<file path="config.mk">
export PLATFORM = sky130hd
export DESIGN_NAME = control_unit
export DESIGN_NICKNAME = d
export VERILOG_FILES = /design/src/rtl/cpu_pkg.sv /design/src/rtl/opcode_decode.sv /design/src/rtl/control_unit.sv
export SDC_FILE = /design/constraint.sdc
export NUM_CORES = 1
export LEC_CHECK = 0
export CELL_PAD_IN_SITES_DETAIL_PLACEMENT = 1
export CELL_PAD_IN_SITES_GLOBAL_PLACEMENT = 2
export CORE_UTILIZATION = 27
export CTS_CLUSTER_SIZE = 25
export DETAILED_ROUTE_END_ITERATION = 10
export MAX_ROUTING_LAYER = met4
export PLACE_DENSITY_LB_ADDON = 0.08
export SETUP_SLACK_MARGIN = 0.4
export SLEW_MARGIN = 30
export SYNTH_ARGS = -nofsm -noshare
export SYNTH_HDL_FRONTEND = slang
export SYNTH_SLANG_ARGS = --single-unit
</file>
<file path="constraint.sdc">
create_clock -name clk -period 2.4 [get_ports clk]
set_input_delay 0.6 -clock clk [delete_from_list [all_inputs] [get_ports clk]]
set_output_delay 0.6 -clock clk [all_outputs]
set_load 0.01 [all_outputs]
</file>
<file path="src/rtl/cpu_pkg.sv">
// Shared definitions for the accumulator CPU control path: FSM states, opcodes,
// one-hot ALU selects and AC source encodings.
package cpu_pkg;

    typedef enum logic [2:0] {
        FETCH  = 3'd0,
        DECODE = 3'd1,
        OPND   = 3'd2,
        MEM    = 3'd3,
        EXEC   = 3'd4,
        ZCAP   = 3'd5,
        HALT   = 3'd6
    } state_t;

    localparam logic [7:0] OP_NOP  = 8'h00;
    localparam logic [7:0] OP_LDAC = 8'h01;
    localparam logic [7:0] OP_STAC = 8'h02;
    localparam logic [7:0] OP_MVAC = 8'h03;
    localparam logic [7:0] OP_MOVR = 8'h04;
    localparam logic [7:0] OP_JUMP = 8'h05;
    localparam logic [7:0] OP_JMPZ = 8'h06;
    localparam logic [7:0] OP_JPNZ = 8'h07;
    localparam logic [7:0] OP_ADD  = 8'h08;
    localparam logic [7:0] OP_SUB  = 8'h09;
    localparam logic [7:0] OP_INAC = 8'h0A;
    localparam logic [7:0] OP_CLAC = 8'h0B;
    localparam logic [7:0] OP_AND  = 8'h0C;
    localparam logic [7:0] OP_OR   = 8'h0D;
    localparam logic [7:0] OP_XOR  = 8'h0E;
    localparam logic [7:0] OP_NOT  = 8'h0F;
    localparam logic [7:0] OP_HALT = 8'hFF;

    localparam logic [7:0] ALU_NONE = 8'h00;
    localparam logic [7:0] ALU_ADD  = 8'h01;
    localparam logic [7:0] ALU_SUB  = 8'h02;
    localparam logic [7:0] ALU_INAC = 8'h04;
    localparam logic [7:0] ALU_CLAC = 8'h08;
    localparam logic [7:0] ALU_AND  = 8'h10;
    localparam logic [7:0] ALU_OR   = 8'h20;
    localparam logic [7:0] ALU_XOR  = 8'h40;
    localparam logic [7:0] ALU_NOT  = 8'h80;

    localparam logic [1:0] SRC_ALU = 2'd0;
    localparam logic [1:0] SRC_MEM = 2'd1;
    localparam logic [1:0] SRC_R   = 2'd2;

    // ALU opcodes occupy 08..0F, so the low three bits pick the select bit.
    function automatic logic [7:0] alu_onehot(input logic [7:0] op);
        logic [7:0] sel;
        sel = ALU_NONE;
        if (op[7:3] == 5'b00001) begin
            sel = ALU_ADD << op[2:0];
        end
        return sel;
    endfunction

endpackage

</file>
<file path="src/rtl/opcode_decode.sv">
// Combinational classification of the instruction register into the flags
// the control FSM branches on.
module opcode_decode
    import cpu_pkg::*;
(
    input  logic [7:0] ir,
    output logic       needs_operand,
    output logic       is_mem,
    output logic       is_jump,
    output logic       is_alu,
    output logic [7:0] alu_sel,
    output logic       halt
);

    assign is_mem        = (ir == OP_LDAC) || (ir == OP_STAC);
    assign is_jump       = (ir == OP_JUMP) || (ir == OP_JMPZ) || (ir == OP_JPNZ);
    assign needs_operand = is_mem || is_jump;
    assign is_alu        = (ir[7:3] == 5'b00001);
    assign alu_sel       = alu_onehot(ir);
    assign halt          = (ir == OP_HALT);

endmodule

</file>
<file path="src/rtl/control_unit.sv">
// Multi-cycle control FSM for an 8-bit accumulator CPU: sequences fetch,
// operand, memory and execute phases and drives the datapath strobes.
module control_unit
    import cpu_pkg::*;
(
    input  logic       clk,
    input  logic       reset,
    input  logic [7:0] mem_rdata,
    input  logic       mem_ready,
    input  logic       zero,
    output logic       mem_req,
    output logic       mem_we,
    output logic [7:0] mem_addr,
    output logic [7:0] alu_sel,
    output logic       ac_ld,
    output logic [1:0] ac_src,
    output logic       r_ld,
    output logic [7:0] pc,
    output logic       halted
);

    state_t     state_reg, state_next;
    logic [7:0] pc_reg, pc_next;
    logic [7:0] ir_reg, ir_next;
    logic [7:0] ar_reg, ar_next;
    logic       z_flag_reg, z_flag_next;

    logic       needs_operand;
    logic       is_mem;
    logic       is_jump;
    logic       is_alu;
    logic [7:0] dec_alu_sel;
    logic       is_halt;
    logic       take_jump;

    logic       req_raw, we_raw, ac_ld_raw, r_ld_raw;
    logic [7:0] alu_sel_raw;

    opcode_decode u_decode (
        .ir            (ir_reg),
        .needs_operand (needs_operand),
        .is_mem        (is_mem),
        .is_jump       (is_jump),
        .is_alu        (is_alu),
        .alu_sel       (dec_alu_sel),
        .halt          (is_halt)
    );

    assign take_jump = is_jump &&
                       ((ir_reg == OP_JUMP) ||
                        ((ir_reg == OP_JMPZ) &&  z_flag_reg) ||
                        ((ir_reg == OP_JPNZ) && !z_flag_reg));

    always_ff @(posedge clk or posedge reset) begin
        if (reset) begin
            state_reg  <= FETCH;
            pc_reg     <= 8'h00;
            ir_reg     <= 8'h00;
            ar_reg     <= 8'h00;
            z_flag_reg <= 1'b0;
        end else begin
            state_reg  <= state_next;
            pc_reg     <= pc_next;
            ir_reg     <= ir_next;
            ar_reg     <= ar_next;
            z_flag_reg <= z_flag_next;
        end
    end

    always_comb begin
        state_next  = state_reg;
        pc_next     = pc_reg;
        ir_next     = ir_reg;
        ar_next     = ar_reg;
        z_flag_next = z_flag_reg;
        req_raw     = 1'b0;
        we_raw      = 1'b0;
        mem_addr    = pc_reg;
        alu_sel_raw = ALU_NONE;
        ac_ld_raw   = 1'b0;
        ac_src      = SRC_ALU;
        r_ld_raw    = 1'b0;

        unique case (state_reg)
            FETCH: begin
                req_raw = 1'b1;
                if (mem_ready) begin
                    ir_next    = mem_rdata;
                    pc_next    = pc_reg + 8'd1;
                    state_next = DECODE;
                end
            end
            DECODE: begin
                if (is_halt) begin
                    state_next = HALT;
                end else if (needs_operand) begin
                    state_next = OPND;
                end else begin
                    state_next = EXEC;
                end
            end
            OPND: begin
                req_raw = 1'b1;
                if (mem_ready) begin
                    ar_next = mem_rdata;
                    if (is_mem) begin
                        pc_next    = pc_reg + 8'd1;
                        state_next = MEM;
                    end else begin
                        pc_next    = take_jump ? mem_rdata : pc_reg + 8'd1;
                        state_next = FETCH;
                    end
                end
            end
            MEM: begin
                req_raw  = 1'b1;
                we_raw   = (ir_reg == OP_STAC);
                mem_addr = ar_reg;
                if (mem_ready) begin
                    if (ir_reg == OP_LDAC) begin
                        ac_ld_raw = 1'b1;
                        ac_src    = SRC_MEM;
                    end
                    state_next = FETCH;
                end
            end
            EXEC: begin
                if (is_alu) begin
                    alu_sel_raw = dec_alu_sel;
                    ac_ld_raw   = 1'b1;
                    state_next  = ZCAP;
                end else if (ir_reg == OP_MVAC) begin
                    r_ld_raw   = 1'b1;
                    state_next = FETCH;
                end else if (ir_reg == OP_MOVR) begin
                    ac_ld_raw  = 1'b1;
                    ac_src     = SRC_R;
                    state_next = FETCH;
                end else begin
                    state_next = FETCH;
                end
            end
            ZCAP: begin
                z_flag_next = zero;
                state_next  = FETCH;
            end
            HALT: begin
                state_next = HALT;
            end
            default: begin
                state_next = FETCH;
            end
        endcase
    end

    // Reset forces FETCH, which would otherwise request address 00 while reset
    // is still high; gate every strobe so an in-flight transfer is abandoned.
    assign mem_req = req_raw     & ~reset;
    assign mem_we  = we_raw      & ~reset;
    assign ac_ld   = ac_ld_raw   & ~reset;
    assign r_ld    = r_ld_raw    & ~reset;
    assign alu_sel = alu_sel_raw & {8{~reset}};

    assign pc     = pc_reg;
    assign halted = (state_reg == HALT);

endmodule

</file>
==> impl_results.md <==
- Vias per std cell: 5.09
- Post-route cell area: 3260 um2
- Area Overhead vs Synth: 90.6%
- RSZ-0062 raised after global routing: true
- Leak: 1.43 nW
- Highest clock rate: 375 MHz
- Synth Flop Type: dfrtp_1
- Hold Slack: 0.505 ns
- Synth Cell Area: 1710 um2
- Fillcell total: 653
- Sequential area share after synthesis: 40.9%
- Core Area: 6030 um2
- Routed Antenna Nets: 0
- CP Data Arrival Time: 2.07 ns
- TritonRoute pass-1 iters: 4
- Mean post-synth cell area: 10.1 um2
- Yosys warns: 0
- Effective utilization at floorplan: 28.4%
- Worst-path clk slew: 0.11 ns
- WL/cell: 19.4 um
- CP Capture Type: output pin
- Worst Min Path Start: ar_reg[3]$_DFFE_PP0P_
- Max-cap violation count: 0
- Flop-to-flop setup slack: 0.10 ns
- CTS buffer count: 3
- Maximum VDD drop: 0.607 mV
- Cell count after synthesis: 169
- Outcome: finished with violations
- FP Rows: 28
- Clk root buf: clkbuf_8
- Seq cells post-synth: 28
- Fin crit share: 111%
- Worst R2R End: pc[1]$_DFFE_PP0P_
- Worst Reg-to-Reg Cells: 8
- Footprint of the multi-input gates: 1260 um2
- Via count of the first global-routing pass: 2018
- HP Class: flip-flop to flip-flop
- Final Hold Vio Count: 0
- Overflow after GRT: 0
- R2r startpoint: ir_reg[4]$_DFFE_PP0P_
- Tmin final: 2.67 ns
- Clk_skew: 0.00526 ns
- I/O pin count: 43
- Hold depth: 2
- Die Area: 6660 um2
- Critical path required time: 1.80 ns
- Max Buffers Root-to-Sink: 2
- Layout cells sized above 1: 61.3%
- Total power: 3.77 mW
- Worst Slack Setup Final: -0.266 ns
- Placer congestion estimate: 0.772
- CTS sink count: 28
- Pwr Density: 1150 nW/um2
- Worst-Skew Late Latency: 0.29 ns
- Failing checks: negative setup slack
- Worst slew margin: 73.6%
- Die X: 81.6 um
- Pre-CTS WS: -0.597 ns
- Final Util: 54.2%
- Total wire length: 6950 um
- Hold_buf cts: 0
- Final nets: 298
- Port bufs: 42
- H-tree depth: 1
- Initial antenna violation count: 0
- Remaining DRCs: 0
- Max FO, Critical Path: 4
- # setup viols final: 13
- Pin count of the biggest net entering global routing: 29
- First DRT Iteration DRCs: 66
- # diodes: 0
- CP Launch Type: flip-flop
- WHS Endpoint: ar_reg[3]$_DFFE_PP0P_
- Via count: 1827
- Cell Area, Placed: 2520 um2
- Overall routing resource usage: 22.4%
- Syn Nets: 182
- Post-synth EDFFs: 0
- Least-Margin Pin Slew: 0.395 ns
- Count of cell types in the netlist: 44
- Slew Viols, Final: 0
- First-pass GRT wire length: 10700 um
- Detailed placer's ending HPWL: 4470 um
- Register area: 704 um2
- Die Y: 81.6 um
- TritonCTS clock tree: done
- Post-synth ARST share: 100%
- Setup CP Type: flip-flop to output pin
-- logic make-up after synthesis --
family          share of synthesized area, %
simple gates                            23.2
flops                                   40.9
mux                                     17.5
compound gates                          13.7
buf+inv                                 3.95
fa+ha+maj                              0.731
-- critical path, stage by stage (launching register included) --
cell     delay (ns)
dfrtp_1        0.42
or3b_4         0.40
buf_6          0.15
nor2_2         0.08
nand4_1        0.16
buf_4          0.20
buf_6          0.11
nor3_4         0.10
buf_2          0.15
-- final cells by class --
class	count	area share, %
multi-input combinational	126	38.6
timing repair buffer	120	33.8
sequential	28	21.6
tap	75	2.88
clock buffer	3	1.27
inverter	6	0.997
clock inverter	1	0.920
-- worst max-delay path by stage --
stage | slack, ns | end | startpoint
global route | -0.40 | alu_sel[4] | ir_reg[6]$_DFFE_PP0P_
finish | -0.27 | alu_sel[4] | state_reg[1]$_DFFE_PP0P_
floorplan | 0.07 | ac_ld | ir_reg[4]$_DFFE_PP0P_
CTS | -0.29 | alu_sel[0] | ir_reg[6]$_DFFE_PP0P_
global placement | -0.55 | alu_sel[0] | reset
detailed placement | -0.60 | alu_sel[0] | reset
-- cell usage in the layout, fill, tap and decap left out, types with 3 or more instances in the layout --
master	count
a21oi_1	3
nand4_1	3
nor2_2	3
inv_1	4
nor2_1	9
buf_4	45
buf_2	10
a2111oi_4	3
mux2_2	8
nand2_1	11
nor4_4	4
buf_6	45
nor3_1	4
clkbuf_8	3
nand3_1	3
or4_4	3
dfrtp_2	3
nor2_4	5
dfrtp_1	25
mux2_4	16
nand2b_1	3
nor3_4	3
or3b_4	3
clkdlybuf4s50_1	17
o21ai_0	4
-- power breakdown --
| part | internal, mW | switching [mW] |
|---|---|---|
| logic | 1.35 | 1.07 |
| clock network | 0.224 | 0.166 |
| registers | 0.704 | 0.254 |
| total | 2.28 | 1.49 |
-- through the flow --
stage	TNS [ns]	instances
3_5_place_dp	-8.59	313
3_3_place_gp	-7.81	313
4_1_cts	-1.97	350
6_report	-2.41	359
2_1_floorplan	0	169
5_1_grt	-3.61	359
-- Yosys cell counts (2+ instances only) --
| library cell | instances | area share, % |
|---|---|---|
| dfrtp_1 | 28 | 41 |
| mux2_2 | 24 | 16 |
| nor2_1 | 17 | 3.7 |
| nand2_1 | 11 | 2.4 |
| nor3_1 | 8 | 2.3 |
| nor4_1 | 7 | 2.6 |
| inv_1 | 6 | 1.3 |
| clkbuf_1 | 5 | 1.1 |
| nand3_1 | 4 | 1.2 |
| o21ai_0 | 4 | 1.2 |
| a21oi_1 | 3 | 0.88 |
| buf_2 | 3 | 0.88 |
| mux2i_1 | 3 | 1.8 |
| nand2b_1 | 3 | 1.1 |
| nand4_1 | 3 | 1.1 |
| or2_2 | 3 | 1.1 |
| or4_1 | 3 | 1.3 |
| a2111oi_4 | 2 | 3.2 |
| a211o_1 | 2 | 1.0 |
| a211oi_1 | 2 | 0.88 |
| nor2b_1 | 2 | 0.73 |
| o211ai_1 | 2 | 0.88 |
| o32ai_1 | 2 | 1.0 |
| or3b_2 | 2 | 1.0 |
-- layer usage --
layer  share of wire (%)  vias up  wire length, um  track usage [%]
met1                  41      914             2880             26.0
met5                   0        -                0                -
met2                  54       39             3780             41.0
met3                 2.6       11              180             1.89
met4                 1.6        0              108             6.67
li1                    -      863                -                -
-- timing repair --
action,4_1_cts,5_1_grt
endpoints found under the setup margin,41,43
buffers inserted,32,9
gates cloned,1,0
gates resized for setup,180,24
pin swaps,16,10
(Power assumes the default switching activity.)
